### src/rtl/window_pkg.sv
// -----------------------------------------------------------------------------
// window_pkg
//   Shared definitions for window_reader: FSM state type and the default
//   values of the reader's parameters.
// -----------------------------------------------------------------------------
package window_pkg;

  localparam int unsigned SIZE_DEF      = 16;  // word width in bits
  localparam int unsigned MEM_SIZE_DEF  = 8;   // buffer depth == frame length
  localparam int unsigned PAR_WRITE_DEF = 2;   // words committed per wr_done
  localparam int unsigned PAR_READ_DEF  = 3;   // words per emitted window
  localparam int unsigned STRIDE_DEF    = 1;   // raddr step between windows

  typedef enum logic [1:0] {
    FILL    = 2'd0,
    OUT     = 2'd1,
    RELEASE = 2'd2
  } state_e;

endpackage

### src/rtl/window_reader.sv
// -----------------------------------------------------------------------------
// window_reader
//   Reads overlapping windows of PAR_READ words out of a frame buffer that a
//   writer fills PAR_WRITE words at a time. A window at raddr is emitted once
//   enough words have been written to cover it; after the last window of the
//   frame the buffer is handed back to the writer with a one-cycle buf_free.
//
// Ports
//   clk        in   clock, rising edge
//   rst_n      in   asynchronous active-low reset
//   wr_done    in   writer committed PAR_WRITE words this cycle
//   mem_dout   in   combinational buffer data at raddr (word i at [i*SIZE +: SIZE])
//   raddr      out  registered buffer read address
//   out_data   out  registered window
//   out_valid  out  out_data holds a valid window
//   out_ready  in   consumer accepts the window
//   buf_free   out  one-cycle pulse when the buffer is released
//   level      out  words written in the current frame (saturates at MEM_SIZE)
//   ovf        out  sticky: wr_done arrived while the frame was already full
//   win_cnt    out  (WINDOW_READER_STATS_EN only) wrapping window handshake count
//
// Build option
//   WINDOW_READER_STATS_EN  adds the win_cnt output and its counter.
// -----------------------------------------------------------------------------
module window_reader
  import window_pkg::*;
#(
  parameter int unsigned SIZE        = SIZE_DEF,
  parameter int unsigned MEM_SIZE    = MEM_SIZE_DEF,
  parameter int unsigned PAR_WRITE   = PAR_WRITE_DEF,
  parameter int unsigned PAR_READ    = PAR_READ_DEF,
  parameter int unsigned STRIDE      = STRIDE_DEF,
  parameter int unsigned ADDRES_SIZE = $clog2(MEM_SIZE)
) (
  input  logic                     clk,
  input  logic                     rst_n,
  input  logic                     wr_done,
  input  logic [SIZE*PAR_READ-1:0] mem_dout,
  output logic [ADDRES_SIZE-1:0]   raddr,
  output logic [SIZE*PAR_READ-1:0] out_data,
  output logic                     out_valid,
  input  logic                     out_ready,
  output logic                     buf_free,
  output logic [ADDRES_SIZE:0]     level,
  output logic                     ovf
`ifdef WINDOW_READER_STATS_EN
  ,
  output logic [15:0]              win_cnt
`endif
);

  typedef logic [ADDRES_SIZE-1:0]   addr_t;
  typedef logic [ADDRES_SIZE:0]     level_t;
  typedef logic [SIZE*PAR_READ-1:0] win_t;

  state_e state_q, state_d;
  addr_t  raddr_q, raddr_d;
  win_t   data_q,  data_d;
  level_t level_q, level_d;
  logic   ovf_q,   ovf_d;

  logic win_ready;  // current window fully written
  logic more_win;   // another window fits after this one
  logic handshake;

  assign win_ready = (32'(raddr_q) + PAR_READ) <= 32'(level_q);
  assign more_win  = (32'(raddr_q) + STRIDE + PAR_READ) <= MEM_SIZE;
  assign handshake = (state_q == OUT) && out_ready;

  // ---------------------------------------------------------------- FSM
  always_ff @(posedge clk or negedge rst_n) begin
    if (!rst_n) begin
      state_q <= FILL;
    end else begin
      state_q <= state_d;
    end
  end

  always_comb begin
    state_d = state_q;
    unique case (state_q)
      FILL:    if (win_ready) state_d = OUT;
      OUT:     if (out_ready) state_d = more_win ? FILL : RELEASE;
      RELEASE: state_d = FILL;
      default: state_d = FILL;
    endcase
  end

  // Outputs decode the registered state only, so out_valid never sees out_ready.
  always_comb begin
    out_valid = (state_q == OUT);
    buf_free  = (state_q == RELEASE);
  end

  // ------------------------------------------------------- read datapath
  always_comb begin
    raddr_d = raddr_q;
    data_d  = data_q;
    if ((state_q == FILL) && win_ready) begin
      data_d = mem_dout;
    end
    if (handshake && more_win) begin
      raddr_d = raddr_q + addr_t'(STRIDE);
    end
    if (state_q == RELEASE) begin
      raddr_d = '0;
    end
  end

  always_ff @(posedge clk or negedge rst_n) begin
    if (!rst_n) begin
      raddr_q <= '0;
      data_q  <= '0;
    end else begin
      raddr_q <= raddr_d;
      data_q  <= data_d;
    end
  end

  // ------------------------------------------------- level / ovf tracker
  // A write landing in the RELEASE cycle belongs to the next frame.
  always_comb begin
    level_d = level_q;
    ovf_d   = ovf_q;
    if (state_q == RELEASE) begin
      level_d = wr_done ? level_t'(PAR_WRITE) : '0;
    end else if (wr_done) begin
      if (32'(level_q) >= MEM_SIZE) begin
        ovf_d = 1'b1;
      end else if ((32'(level_q) + PAR_WRITE) >= MEM_SIZE) begin
        level_d = level_t'(MEM_SIZE);
      end else begin
        level_d = level_q + level_t'(PAR_WRITE);
      end
    end
  end

  always_ff @(posedge clk or negedge rst_n) begin
    if (!rst_n) begin
      level_q <= '0;
      ovf_q   <= 1'b0;
    end else begin
      level_q <= level_d;
      ovf_q   <= ovf_d;
    end
  end

  assign raddr    = raddr_q;
  assign out_data = data_q;
  assign level    = level_q;
  assign ovf      = ovf_q;

`ifdef WINDOW_READER_STATS_EN
  logic [15:0] win_cnt_q;

  always_ff @(posedge clk or negedge rst_n) begin
    if (!rst_n) begin
      win_cnt_q <= '0;
    end else if (handshake) begin
      win_cnt_q <= win_cnt_q + 16'd1;
    end
  end

  assign win_cnt = win_cnt_q;
`endif

endmodule

### config.mk
export PLATFORM = sky130hd
export DESIGN_NAME = window_reader
export DESIGN_NICKNAME = d
export VERILOG_FILES = /design/src/rtl/window_pkg.sv /design/src/rtl/window_reader.sv
export SDC_FILE = /design/constraint.sdc
export NUM_CORES = 1
export LEC_CHECK = 0
export CELL_PAD_IN_SITES_DETAIL_PLACEMENT = 1
export CELL_PAD_IN_SITES_GLOBAL_PLACEMENT = 2
export CORE_MARGIN = 8
export CORE_UTILIZATION = 28
export CTS_CLUSTER_SIZE = 30
export DETAILED_ROUTE_END_ITERATION = 12
export PLACE_DENSITY_LB_ADDON = 0.1
export SKIP_CTS_REPAIR_TIMING = 1
export SYNTH_ARGS = -nofsm -noshare
export SYNTH_HDL_FRONTEND = slang
export SYNTH_SLANG_ARGS = --single-unit
### constraint.sdc
create_clock -name clk -period 2.75 [get_ports clk]
set_input_delay 0.275 -clock clk [delete_from_list [all_inputs] [get_ports clk]]
set_output_delay 0.275 -clock clk [all_outputs]
set_load 0.05 [all_outputs]
==> reports/results.tsv <==
stage	metric	value	unit
drt	vias per inst	5.72	
cts	Clock Latency Late Sink	0.33	ns
cts	Longest Clk Path Bufs	2	
worst_hold_path	Hold WC Path Type	input port to async pin	
synth	Synth area leaders	dfrtp_1 39%, o21a_1 10%, o211ai_1 9.8%	
synth	post-synthesis sequential area ratio	0.388	
synth	asr flop ratio synth	1.00	
run_status	failing checks	negative hold slack	
global_routing	M3 GR Usage	0.0442	
floorplan	row cnt	42	
floorplan	core area	13000	um^2
timing	setup TNS	0	ns
floorplan	Die Height	131	um
timing	Final min period	2.51	ns
cells_and_area	ANT cells	0	
cts	Clock Sinks	57	
synth	largest family of logic cells by synthesized area	compound AO/OA/AOI/OAI gates	
floorplan	die area	17000	um^2
timing	Hold Fails Final Rpt	3	
cells_and_area	fillers	1534	
place	gpl congestion	0.759	
cells_and_area	final net count	552	
synth	post-synthesis compound-gate area fraction	0.314	
flow_run	Max Cap Viol	0	
timing	Final setup viols	0	
timing	period utilization	0.912	
timing	Rel. slew slack	0.277	
global_routing	met2 usage	0.298	
synth	syn nets	469	
global_routing	met1 Use GR	0.221	
drt	DRT Wirelength	14.6	mm
cells_and_area	area of the multi-input gates	1950	um^2
synth	Synth Area per Inst	9.01	um^2
critical_path	Crit Path Category	flip-flop to flip-flop	
timing	worst-margin pin slew	1.08	ns
synth	Synth Warn #	0	
critical_path	critical path required time	3.02	ns
global_routing	global route total overflow	0	
global_routing	pin count of the biggest net entering global routing	71	
critical_path	Critical Path Sink Type	flip-flop	
global_routing	initial antenna violation count	0	
drt	DR pass1 iterations	4	
synth	Post-Synth Adder-Cell Area	0.0306	
synth	Synth cell types	36	
drt	Via Count	3828	
cells_and_area	fin cells	669	
synth	Post-Synth XOR/XNOR Area	0	
timing	fmax	399	MHz
critical_path	crit path DAT	2.77	ns
timing	hold slack	-0.00354	ns
timing	RSZ-0062 raised after global routing	no	
floorplan	Die W	131	um
synth	Yosys top cell by area	dfrtp_1	
synth	Synth top area share	0.388	
drt	# DRC	0	
synth	Simple-Gate Fraction of Synth Area	0.177	
cells_and_area	Synth-to-Final Area Change	40.0	%
cts	total CTS buffers	9	
cells_and_area	register area	1430	um^2
run_status	status	complete, but fails checks	
place	Cells after DPL	656	
drt	WL/cell	21.9	um
drt	post-route antenna net violation count	0	
cts	clk slew on worst S/H paths	0.05	ns
synth	proportion of synthesized area in mux cells	0.00272	
timing	Worst Skew	0.00602	ns
synth	Post-synth top flop	dfrtp_1	
cts	root buf cell	clkbuf_16	
global_routing	GR peak layer	met2	
cells_and_area	share of cells above drive strength 1	0.0872	
synth	Post-Synthesis Cells	408	
floorplan	Starting Density	0.282	
synth	Post-synth top cells	57 x dfrtp_1, 50 x nand4_1, 49 x nand3_1, 49 x o21a_1	
place	Post-DP HPWL	9.06	mm
global_routing	number of global-route vias before repair	4290	
global_routing	global-route wire length before repair	23.6	mm
drt	initial detailed-routing violation count	178	
synth	most common cell in the netlist	dfrtp_1	
timing	Max Slew Vio Count	0	
place	# port buffers	108	
critical_path	startpoint types	flip-flop	
global_routing	gr usage total	0.177	
synth	Cell Area, Synth	3670	um^2
critical_path	Critical Path Fanout Max	48	
cts	TritonCTS clock tree	yes	
synth	Yosys reg bits	57	
synth	Post-synth EDFFs	0	
cts	htree depth	3	
floorplan	I/O pin count	110	
critical path, cell delays in order (launching register included):
cell      delay [ns]
dfrtp_1         0.46
inv_1           0.11
ha_1            0.15
inv_1           0.04
ha_1            0.26
ha_1            0.21
a21o_2          0.87
o211ai_1        0.19
nand3_1         0.13
cells in the final DEF, fill, tap and decap left out, types with 3 or more instances in the layout:
| cell type | netlist | layout |
|---|---|---|
| clkbuf_16 | 0 | 9 |
| a31oi_1 | 48 | 48 |
| a31o_2 | 3 | 3 |
| nand3_1 | 49 | 49 |
| dfrtp_1 | 57 | 55 |
| o21ai_0 | 4 | 4 |
| o211ai_1 | 48 | 48 |
| ha_1 | 9 | 9 |
| clkdlybuf4s50_1 | 0 | 106 |
| inv_1 | 11 | 11 |
| a21oi_1 | 3 | 3 |
| nand4_1 | 50 | 50 |
| buf_4 | 2 | 16 |
| o21a_1 | 49 | 49 |
| buf_12 | 0 | 3 |
path summary, 6_finish.rpt:
path / from / to / slack, ns / cells past startpoint
setup / recovery: raddr[0] / out_data[32] / 0.24 / 8
hold / removal: rst_n / out_data[7] / -0.004 / 1
setup reg to reg: raddr[0] / out_data[32] / 0.24 / 8
hold reg to reg: ovf / ovf / 0.47 / 1
max in group asynchronous: rst_n / state_q[0] / 2.11 / 2
min in group clk: ovf / ovf / 0.47 / 1
through the flow:
stage | cell area, um^2 | worst slack (ns) | util
after floorplan | 3670 | 0.267 | -
after CTS | 5140 | 0.242 | 0.395
final | 5140 | 0.242 | 0.395
after global placement | 4880 | 0.332 | 0.375
after global routing | 5140 | 0.0321 | 0.395
after detailed placement | 4880 | 0.261 | 0.375
layer usage:
layer	wire, um	vias to the layer above
li1	-	1772
met1	6480	1947
met2	7120	97
met3	852	12
met4	186	0
met5	0	-
cell families (layout without fill, tap and decap cells):
logic type / Yosys count / in the layout
compound gates: 162 / 162
buf+inv: 65 / 150
fa+ha+maj: 9 / 9
flops: 57 / 57
other cells: 1 / 1
mux: 1 / 1
simple gates: 113 / 113
state kept, by name, summed over array words and instances, names as in the netlist:
name      flops
raddr         3
state_q       2
ovf           1
level         3
out_data     48
area by class of cell:
cell class	count	area share
multi-input cells	286	0.378
flip-flops and latches	57	0.278
repair buffers	126	0.242
inverters	11	0.00803
clock buffers	12	0.0499
well taps	176	0.0428
clock inverters	1	0.000973
Power is left out: the tool's default activity adds up to more than one toggle a clock period on the data nets, which glitch-free logic cannot reach.
